File: config.mk
export PLATFORM = sky130hd
export DESIGN_NAME = pc_ras
export DESIGN_NICKNAME = d
export VERILOG_FILES = /design/src/rtl/pc_ras.sv
export SDC_FILE = /design/constraint.sdc
export NUM_CORES = 1
export LEC_CHECK = 0
export CORE_ASPECT_RATIO = 0.75
export CORE_MARGIN = 1
export CORE_UTILIZATION = 39
export CTS_CLUSTER_DIAMETER = 60
export DETAILED_ROUTE_END_ITERATION = 7
export PLACE_DENSITY = 0.71
export RECOVER_POWER = 50
export SYNTH_ARGS = -nofsm -noshare
export SYNTH_HDL_FRONTEND = slang
export SYNTH_SLANG_ARGS = --single-unit
File: constraint.sdc
create_clock -name clk -period 2.15 [get_ports clk]
set_clock_uncertainty 0.05 [all_clocks]
set_input_delay 0.3225 -clock clk [delete_from_list [all_inputs] [get_ports clk]]
set_output_delay 0.3225 -clock clk [all_outputs]
set_load 0.03 [all_outputs]
File: src/rtl/pc_ras.sv
// Fetch PC with relative branch, absolute jump and call/return through a circular return-address stack.
// pc updates one cycle after a strobe is sampled; stall freezes pc and the stack and masks every other strobe.
module pc_ras #(
  parameter int              WIDTH     = 8,
  parameter int              INC       = 1,
  parameter int              DEPTH     = 4,
  parameter logic [WIDTH-1:0] RESET_VEC = '0
) (
  input  logic             clk,
  input  logic             reset,
  input  logic             stall,
  input  logic             branch_en,
  input  logic             jump_en,
  input  logic             call_en,
  input  logic             ret_en,
  input  logic [WIDTH-1:0] immediate,
  input  logic [WIDTH-1:0] target,
  output logic [WIDTH-1:0] pc,
  output logic             ras_empty,
  output logic             ras_full,
  output logic             ras_err
);

  localparam int PW = $clog2(DEPTH);
  localparam int CW = PW + 1;
  localparam logic [CW-1:0]    FULL_CNT = CW'(DEPTH);
  localparam logic [WIDTH-1:0] INC_W    = WIDTH'(INC);

  logic [WIDTH-1:0] pc_q, pc_d;
  logic [PW-1:0]    top_q, top_d;
  logic [CW-1:0]    cnt_q, cnt_d;
  logic             err_q, err_d;
  logic             run_q, run_d;
  logic [WIDTH-1:0] ras_q [DEPTH];

  logic             push_we;
  logic [PW-1:0]    push_idx;
  logic [WIDTH-1:0] pc_inc;

  assign pc_inc   = pc_q + INC_W;
  assign push_idx = top_q + PW'(1);
  // The first edge after reset release only arms run_q; updates start on the next edge.
  assign run_d    = 1'b1;

  always_comb begin
    pc_d    = pc_inc;
    top_d   = top_q;
    cnt_d   = cnt_q;
    err_d   = err_q;
    push_we = 1'b0;
    if (!run_q || stall) begin
      pc_d = pc_q;
    end else if (ret_en) begin
      if (cnt_q != '0) begin
        pc_d  = ras_q[top_q];
        top_d = top_q - PW'(1);
        cnt_d = cnt_q - CW'(1);
      end else begin
        err_d = 1'b1;
      end
    end else if (call_en) begin
      // When full the slot above top is the oldest entry, so the push overwrites it.
      push_we = 1'b1;
      top_d   = push_idx;
      pc_d    = target;
      if (cnt_q == FULL_CNT) begin
        err_d = 1'b1;
      end else begin
        cnt_d = cnt_q + CW'(1);
      end
    end else if (jump_en) begin
      pc_d = target;
    end else if (branch_en) begin
      pc_d = pc_q + immediate;
    end
  end

  always_ff @(posedge clk or negedge reset) begin
    if (!reset) begin
      pc_q  <= RESET_VEC;
      top_q <= '0;
      cnt_q <= '0;
      err_q <= 1'b0;
      run_q <= 1'b0;
    end else begin
      pc_q  <= pc_d;
      top_q <= top_d;
      cnt_q <= cnt_d;
      err_q <= err_d;
      run_q <= run_d;
    end
  end

  always_ff @(posedge clk) begin
    if (push_we) begin
      ras_q[push_idx] <= pc_inc;
    end
  end

  assign pc        = pc_q;
  assign ras_empty = (cnt_q == '0);
  assign ras_full  = (cnt_q == FULL_CNT);
  assign ras_err   = err_q;

endmodule

==> reports/metrics.cfg <==
[status]
status=complete, no violations

[worst_setup_path]
cp_max_fo=2
r2r_start=top_q[0]$_DFFE_PN0P_
startpoint=immediate[0]
ff2ff_setup_slack_ps=150
cp-end-kind=flip-flop
required_ps=2290
crit_arrival_ps=2210
cp-start-kind=primary input
reg2reg_depth=6
critPathKind=primary input to flip-flop

[timing]
whs_ps=431
clock.fmax_mhz=482
final_hold_viol_count=0
worst_pin_slew_ps=971
slew_viol_final=0
rsz0062_at_grt=no
setup_viol=0
finalCritPeriodShare=0.964
setup_tns_ps=0
slew_headroom=0.352
finalCriticalPeriod_ps=2070

[min_path]
hp-start=ras_err$_DFFE_PN0P_
hold_class=flip-flop to flip-flop
hold-path-cell-count=1

[place]
dp_hpwl_mm=4.80
place_congestion=0.921
port_buffers=33
dp_cells=370

[routing]
dr.pass1.iters=4
routed_wl_mm=6.31
wire_per_inst_um=16.7
ant_nets=0
vias=2063
drt_iter0_markers=112
drc=0
viasPerCell=5.46

[clocking]
cts.sinks=47
post-cts-setup-buffers=0
clockRootBuffer=clkbuf_8
cts_made_buffers=5
clk_pin_slew_worst_paths_ps=90
cts_tree=yes
cts_buffer_depth=2
clock_latency_ps=300
htreeDepth=2
ctsHoldBuffers=0

[synth]
mappedNetlistArea_um2=2730
synth-async-reset-ratio=0.319
postSynthAreaPerCell_um2=11.5
synth_enable_flop_cells=32
ys_warn_count=0
ys_ff_latch=47
synthFlopType=edfxtp_1
syn_nets=275
synth_cells=238
yosysSeqAreaShare=0.490
synth_cell_type_count=49

[floorplanning]
start_util=0.417
dieArea_um2=7340
coreArea_um2=6540
die_w_um=98.6
pin_count=34
die-height_um=74.4
rows=25

[pwr]
intPower_mw=2.18
p_clk_frac=0.159
p_seq_frac=0.376
report.power.total_mw=3.53
p_switching_mw=1.35
powerDensity_nw_per_um2=1030
pwr-share-comb=0.465
ir_drop_mv=0.604
swShare=0.382
p_leak_nw=1.37

[finish]
most-common-layout-cells=edfxtp_1 (32), clkdlybuf4s50_1 (29), buf_4 (23)
ff_latch_area_um2=1340
final_cells=378
layout_commonest_cell=edfxtp_1
final_layout_size_suffix_gt1_frac=0.152
multiInputGateArea_um2=1330
nFillCells=579
fin_nets=333
diodes=0
finish.utilization=0.523
area_delta_synth_final_pct=25.4

[global_routing]
grt_pass1_vias=1981
grt_max_degree=18
grt_pass1_wl_mm=10.2
antenna_found_initial=0
grt_use_total=0.184
globalRouteOverflowTotal=0

[run]
cap_violations=0

==> layer usage <==
metal,vias up,GRT usage,share of wire
met5,-,0,0
met4,0,0.0249,0.0040
met3,4,0.0348,0.071
met2,62,0.300,0.45
met1,992,0.265,0.48
li1,1005,-,-
==> stage by stage <==
stage                     setup slack [ps]  area [um^2]
after floorplan                       13.3         2730
after global placement                -279         3310
after detailed placement              -289         3310
after CTS                             15.3         3410
after global routing                 0.557         3420
final                                 76.7         3420
==> cell usage after synthesis (2+ instances only) <==
master     n  share of area
o22ai_1    3         0.0069
o31ai_1    2         0.0055
nor3_1     2         0.0037
nor2_1    16          0.022
o21ai_0   22          0.040
edfxtp_1  32           0.35
nand3b_1   2         0.0055
a21o_1     2         0.0055
mux2i_1    3          0.011
inv_1     14          0.019
a21oi_1    9          0.017
a221o_1    2         0.0073
buf_2      2         0.0037
nand3_1   11          0.020
a22oi_1    2         0.0055
fa_1       2          0.015
dfrtp_1   15           0.14
nand2_1   16          0.022
mux4_1     7          0.067
nand2b_1   2         0.0046
o21a_1     2         0.0055
and3_1     8          0.018
xor2_1     4          0.013
o211ai_1   5          0.014
ha_1      12          0.055
nor3b_1    2         0.0055
or3_1      3         0.0069
xnor2_1   10          0.032
mux2_2     2         0.0083
clkbuf_1   5         0.0069
==> cell type report <==
type / count / share of cell area
clock inverter: 3 / 0.00732
multi-input combinational: 169 / 0.388
sequential: 47 / 0.391
inverter: 14 / 0.0154
timing repair buffer: 59 / 0.149
clock buffer: 5 / 0.0201
tap: 81 / 0.0296
==> worst max-delay path, cell delays in order <==
cell             delay (ps)
clkdlybuf4s50_1         460
ha_1                    160
inv_1                    50
fa_1                    380
nand2b_4                160
o2bb2ai_2               140
a21oi_2                 150
xor2_1                   80
a221o_1                 310
==> final timing paths <==
kind | endpoint
max | pc[6]$_DFFE_PN0P_
min | ras_err$_DFFE_PN0P_
max reg2reg | pc[3]$_DFFE_PN0P_
min reg2reg | ras_err$_DFFE_PN0P_
max in group asynchronous | pc[0]$_DFFE_PN0P_
min in group asynchronous | pc[5]$_DFFE_PN0P_
==> power groups by stage <==
| stage | clock network (mW) | logic (mW) | registers (mW) |
|---|---|---|---|
| after floorplan | 0 | 0.972 | 1.42 |
| after global placement | 0 | 1.58 | 1.34 |
| after detailed placement | 0 | 1.61 | 1.35 |
| after CTS | 0.579 | 1.61 | 1.33 |
| after global routing | 0.621 | 1.81 | 1.35 |
| final | 0.562 | 1.64 | 1.33 |
==> cells by family (layout without fill, tap and decap cells) <==
family | after synthesis | in the layout | share of synthesized area
adders and majority gates | 14 | 14 | 0.0697
xor gates and xnor gates | 14 | 14 | 0.0450
other | 1 | 1 | 0.00137
muxes | 14 | 14 | 0.100
and+or+nand+nor | 69 | 69 | 0.128
DFF | 47 | 47 | 0.490
AOI/OAI and AO/OA | 57 | 57 | 0.131
buffers and inverters | 22 | 81 | 0.0339
==> state kept, by name, indices dropped and copies added (netlist names) <==
name,count
ras_q,32
pc,8
cnt_q,3
top_q,2
ras_err,1
run_q,1
==> timing repair <==
action | in CTS | in global routing
endpoints found under the setup margin | 1 | 4
endpoints found under the hold margin | 0 | 0
pin swaps | 0 | 1
resized for setup | 1 | 5
(Power assumes the default switching activity.)
